--- config.mk ---
export PLATFORM = sky130hd
export DESIGN_NAME = dram_line_reader
export DESIGN_NICKNAME = d
export VERILOG_FILES = /design/src/rtl/dram_line_reader.sv
export SDC_FILE = /design/constraint.sdc
export NUM_CORES = 1
export LEC_CHECK = 0
export CAP_MARGIN = 15
export CORE_MARGIN = 2
export CORE_UTILIZATION = 49
export DETAILED_ROUTE_END_ITERATION = 10
export GPL_ROUTABILITY_DRIVEN = 0
export PLACE_DENSITY = 0.8
export SYNTH_ARGS = -nofsm -noshare
export SYNTH_HDL_FRONTEND = slang
export SYNTH_SLANG_ARGS = --single-unit
--- constraint.sdc ---
create_clock -name CLK100MHz -period 2.1 [get_ports CLK100MHz]
set_input_delay 0.42 -clock CLK100MHz [delete_from_list [all_inputs] [get_ports CLK100MHz]]
set_output_delay 0.42 -clock CLK100MHz [all_outputs]
set_load 0.02 [all_outputs]
--- src/rtl/dram_line_reader.sv ---
// Fetches frame lines from DRAM, one row per line, into two ping-pong line buffers.
// Ports: CLK100MHz/reset; frameStart/lineReq control; DRAM read handshake + data;
//        buffer write strobes/data; readBuffSelect, lineReady, frameDone, overrun status.
module dram_line_reader #(
    parameter int LINE_PIXELS = 640,
    parameter int FRAME_LINES = 480
) (
    input  logic        CLK100MHz,
    input  logic        reset,
    input  logic        frameStart,
    input  logic        lineReq,
    input  logic        DRAMReadAck,
    input  logic        DRAMReadValid,
    input  logic [15:0] dataFromDRAM,
    output logic        DRAMReadReq,
    output logic [12:0] rowAddress,
    output logic [1:0]  bankAddress,
    output logic        outBuffWr1,
    output logic        outBuffWr2,
    output logic [15:0] dataToBuff,
    output logic        readBuffSelect,
    output logic        lineReady,
    output logic        frameDone,
    output logic        overrun
);

    typedef enum logic [2:0] {IDLE, REQ, READ, DONE, HALT} state_t;

    localparam logic [9:0]  LAST_PIX = 10'(LINE_PIXELS - 1);
    localparam logic [12:0] LAST_ROW = 13'(FRAME_LINES - 1);

    state_t      state, stateNext;
    logic        fillSel, fillSelNext;
    logic [9:0]  pixelCount, pixelCountNext;
    logic        pending, pendingNext;
    logic        readReqNext;
    logic        wr1Next, wr2Next;
    logic [15:0] dataNext;
    logic [12:0] rowNext;
    logic        selNext;
    logic        lineReadyNext, frameDoneNext, overrunNext;

    assign bankAddress = 2'b00;

    always_ff @(posedge CLK100MHz or posedge reset) begin
        if (reset) begin
            state          <= IDLE;
            fillSel        <= 1'b0;
            pixelCount     <= '0;
            pending        <= 1'b0;
            DRAMReadReq    <= 1'b0;
            outBuffWr1     <= 1'b0;
            outBuffWr2     <= 1'b0;
            dataToBuff     <= '0;
            rowAddress     <= '0;
            readBuffSelect <= 1'b0;
            lineReady      <= 1'b0;
            frameDone      <= 1'b0;
            overrun        <= 1'b0;
        end else begin
            state          <= stateNext;
            fillSel        <= fillSelNext;
            pixelCount     <= pixelCountNext;
            pending        <= pendingNext;
            DRAMReadReq    <= readReqNext;
            outBuffWr1     <= wr1Next;
            outBuffWr2     <= wr2Next;
            dataToBuff     <= dataNext;
            rowAddress     <= rowNext;
            readBuffSelect <= selNext;
            lineReady      <= lineReadyNext;
            frameDone      <= frameDoneNext;
            overrun        <= overrunNext;
        end
    end

    always_comb begin
        stateNext      = state;
        fillSelNext    = fillSel;
        pixelCountNext = pixelCount;
        pendingNext    = pending;
        readReqNext    = DRAMReadReq;
        wr1Next        = 1'b0;
        wr2Next        = 1'b0;
        dataNext       = dataToBuff;
        rowNext        = rowAddress;
        selNext        = readBuffSelect;
        lineReadyNext  = 1'b0;
        frameDoneNext  = 1'b0;
        overrunNext    = overrun;

        if (frameStart) begin
            stateNext      = REQ;
            readReqNext    = 1'b0;
            rowNext        = '0;
            pixelCountNext = '0;
            pendingNext    = 1'b0;
            overrunNext    = 1'b0;
            fillSelNext    = 1'b0;
            selNext        = 1'b0;
        end else begin
            // Only one request can be queued behind the line in flight.
            if (lineReq && (state == REQ || state == READ || state == DONE)) begin
                if (pending)
                    overrunNext = 1'b1;
                else
                    pendingNext = 1'b1;
            end

            unique case (state)
                IDLE: begin
                    if (pending) begin
                        // A fresh lineReq here re-queues while the old one is serviced.
                        pendingNext = lineReq;
                        stateNext   = REQ;
                    end else if (lineReq) begin
                        stateNext = REQ;
                    end
                end
                REQ: begin
                    readReqNext = 1'b1;
                    if (DRAMReadAck) begin
                        stateNext      = READ;
                        pixelCountNext = '0;
                    end
                end
                READ: begin
                    if (DRAMReadValid) begin
                        dataNext       = dataFromDRAM;
                        wr1Next        = !fillSel;
                        wr2Next        = fillSel;
                        pixelCountNext = pixelCount + 10'd1;
                        if (pixelCount == LAST_PIX) begin
                            stateNext   = DONE;
                            readReqNext = 1'b0;
                        end
                    end
                end
                DONE: begin
                    selNext       = fillSel;
                    fillSelNext   = ~fillSel;
                    lineReadyNext = 1'b1;
                    rowNext       = rowAddress + 13'd1;
                    if (rowAddress == LAST_ROW) begin
                        frameDoneNext = 1'b1;
                        stateNext     = HALT;
                    end else begin
                        stateNext = IDLE;
                    end
                end
                HALT: begin
                end
                default: stateNext = IDLE;
            endcase
        end
    end

endmodule

==> out/qor.yml <==
status: "finished, final reports clean"
clock_tree_from_tritoncts: "built"
setup_viols_final: 0
synth.most_common_cell: "sky130_fd_sc_hd__dfrtp_1"
dp_hpwl_um: 3399
number_of_synthesized_register_bits: 51
grt_antenna_before_repair: 0
grt_pass1_vias: 1713
final_min_period_over_clock_period_pct: 87.22
fillers: 395
finish.instance_area_um2: 3132
cts-hold-fix-buffers: 0
detailedRoute.firstPassIterationCount: 4
layout_cell_share_with_drive_strength_beyond_1_pct: 14.49
regToRegEndpoint: "dataToBuff[3]"
rsz0062_at_grt: "no"
cell_chosen_for_the_clock_root: "sky130_fd_sc_hd__clkbuf_8"
fin_worst_skew_ns: 0.01036
io_pins: 60
worstSkewPairLatency_ns: 0.30
drt_iter0_drc: 97
kind_of_end_point_of_the_critical_path: "primary output"
comb_power_share_pct: 23.3
antenna_cells: 0
routed_length_per_placed_instance_um: 13.56
start_util_pct: 50.89
maxCapViolCount: 0
net-switching-power_mw: 0.6153
max_slew_margin_pct: 63.73
critical-path-max-stage-delay_ns: 0.65
postSynthAreaPerCell_um2: 11.18
routed-via-count: 1782
portion_of_the_post_synthesis_area_used_by_sequential_elements_pct: 53.10
cp.required_ns: 1.68
grt_remaining_overflow: 0
track_usage_pct: 18.34
clock-sinks: 51
worst-slew-pin-transition_ns: 0.5404
final-hold-violation-count: 0
critPathBufInv: 1
clock_transition_at_the_registers_of_the_reported_paths_ns: 0.09
grt_first_pass_wirelength_um: 7755
p_clk_share_pct: 25.7
drt_drc_violations_left: 0
dieArea_um2: 5481
family_with_the_most_delay_on_the_worst_path: "buffers and inverters"
worst_path_max_delay_cell: "sky130_fd_sc_hd__clkdlybuf4s50_1"
clock_tree.htree_level_count: 2
synth.largest_area_cell: "sky130_fd_sc_hd__dfrtp_1"
hold_path_class: "in -> async"
number_of_enable_flip_flop_cells_after_synthesis: 0
final.setup.tns_ns: 0
internal_reg_to_reg_setup_slack_ns: 0.39
die_height_um: 74.04
power.internal_mw: 1.618
yosysWarningCount: 0
async_reset_ff_share_pct: 100.0
signal_arrival_time_at_the_worst_endpoint_ns: 1.41
placed_inst_area_um2: 3037
synth.top_cells.by_count: "51 x sky130_fd_sc_hd__dfrtp_1, 28 x sky130_fd_sc_hd__nor2_1, 13 x sky130_fd_sc_hd__mux2_2"
synth_largest_type_area_fraction_pct: 53.10
worst_case_reg_to_reg_path_depth: 3
setup_crit_start_kind: "flop"
post-cts-setup-buffers: 0
synth.top_cells.by_area: "sky130_fd_sc_hd__dfrtp_1 53%, sky130_fd_sc_hd__mux2_2 6.1%, sky130_fd_sc_hd__nor2_1 4.4%"
nNetsFinal: 299
ys_types: 47
fmaxAchievable_mhz: 545.9
sequential_cell_area_um2: 1276
area.growth.synth_to_final_pct: 30.30
r2r_start: "state[1]"
seqPwrFrac_pct: 51.0
synthCells: 215
route.final.wire_length_um: 4652
post-route-util_pct: 66.30
port_buffers: 57
setup.worst_path.class: "reg -> out"
multiInputGateArea_um2: 1046
sw_frac_of_total_pct: 27.55
dominantRegCellSynth: "sky130_fd_sc_hd__dfrtp_1"
core_area_um2: 4723
pre_cts_slack_ns: 0.1623
crit_path_cell_trace: "clkdlybuf4s50_1"
maxSlewViolCount: 0
tritoncts.num_buffers: 5
postRouteAntennaNets: 0
chip_width_um: 74.04
via_density: 5.195
final_period_minus_worst_setup_slack_ns: 1.832
power.static_leakage_nw: 1.349
row_count: 25
ir_drop_mv: 0.5037
worst-path-max-fanout: 7
clockBufferDepth: 2
timing.final.ws_setup_ns: 0.2683
power_per_cell_area_nw_per_um2: 713.2
netlist_area_um2: 2404
grt_max_degree: 29
post_cts_resized: 0
-- layout by cell type (no fill, tap or decap), types with 2 or more instances in the layout --
cell type and instances:
sky130_fd_sc_hd__mux2_2 13, sky130_fd_sc_hd__clkbuf_8 6, sky130_fd_sc_hd__nand2_1 12, sky130_fd_sc_hd__buf_4 5, sky130_fd_sc_hd__nand3_1 3, sky130_fd_sc_hd__and4_1 4
sky130_fd_sc_hd__o2111ai_1 2, sky130_fd_sc_hd__a21oi_1 10, sky130_fd_sc_hd__a211oi_1 2, sky130_fd_sc_hd__o21ai_0 5, sky130_fd_sc_hd__nor3_1 2, sky130_fd_sc_hd__o211ai_1 3
sky130_fd_sc_hd__nor2_1 28, sky130_fd_sc_hd__conb_1 2, sky130_fd_sc_hd__or3_1 3, sky130_fd_sc_hd__xnor2_1 8, sky130_fd_sc_hd__a31o_2 4, sky130_fd_sc_hd__clkdlybuf4s50_1 57
sky130_fd_sc_hd__inv_1 5, sky130_fd_sc_hd__dfrtp_1 51, sky130_fd_sc_hd__nor2b_1 2, sky130_fd_sc_hd__ha_1 2, sky130_fd_sc_hd__mux2_1 3, sky130_fd_sc_hd__nand4_1 6
sky130_fd_sc_hd__xor2_1 9, sky130_fd_sc_hd__nor4_1 4, sky130_fd_sc_hd__and3_1 3
-- kinds of logic after synthesis --
logic type               synth area share, %
AND/OR/NAND/NOR                        19.57
flip-flops                             53.10
AO/OA/AOI/OAI                          8.485
XOR/XNOR                               6.195
multiplexers                           7.912
buffers and inverters                  3.540
adder cells (fa/ha/maj)                1.041
other                                 0.1560
-- per-layer routing --
| layer | part of all wire [%] | vias to the layer above | track usage, % |
|---|---|---|---|
| met3 | 4.3 | 4 | 4.472 |
| li1 | - | 870 | - |
| met4 | 0.90 | 0 | 5.455 |
| met5 | 0 | - | 0 |
| met2 | 48 | 45 | 29.27 |
| met1 | 46 | 863 | 24.98 |
-- how the worst max path moves through the flow --
stage / cells past startpoint / endpoint / start
2_1_floorplan: 1 / DRAMReadReq / reset
3_3_place_gp: 5 / state[2] / frameStart
3_5_place_dp: 4 / dataToBuff[3] / frameStart
4_1_cts: 1 / rowAddress[6] / rowAddress[6]
5_1_grt: 1 / rowAddress[6] / rowAddress[6]
6_report: 1 / rowAddress[6] / rowAddress[6]
-- area by class of cell --
| class | count | share of cell area, % |
|---|---|---|
| clock buffer | 7 | 2.757 |
| inverter | 6 | 0.7191 |
| clock inverter | 1 | 0.2797 |
| multi-input combinational | 149 | 33.40 |
| sequential | 51 | 40.75 |
| timing repair buffer | 62 | 19.42 |
| tap | 67 | 2.677 |
-- registers in the layout, indices dropped and copies added (netlist names), 3 cells and up --
name / flops
dataToBuff: 16
pixelCount: 10
state: 3
rowAddress: 13
-- power groups by stage --
stage               clock [mW]  sequential (mW)  combinational [mW]
floorplan                    0             1.25               0.179
global placement             0             1.16               0.517
detailed placement           0             1.16               0.526
CTS                      0.602             1.14               0.529
global route             0.642             1.15               0.559
finish                   0.573             1.14               0.521
-- through the flow --
stage / hold slack (ns) / total power [mW] / instances
floorplan: 0.4627 / 1.431 / 216
global placement: 0.4820 / 1.674 / 335
detailed placement: 0.4888 / 1.688 / 335
CTS: 0.4818 / 2.272 / 343
global route: 0.4958 / 2.355 / 343
finish: 0.4790 / 2.234 / 343
Note: power is estimated with default switching activity, not from simulation.
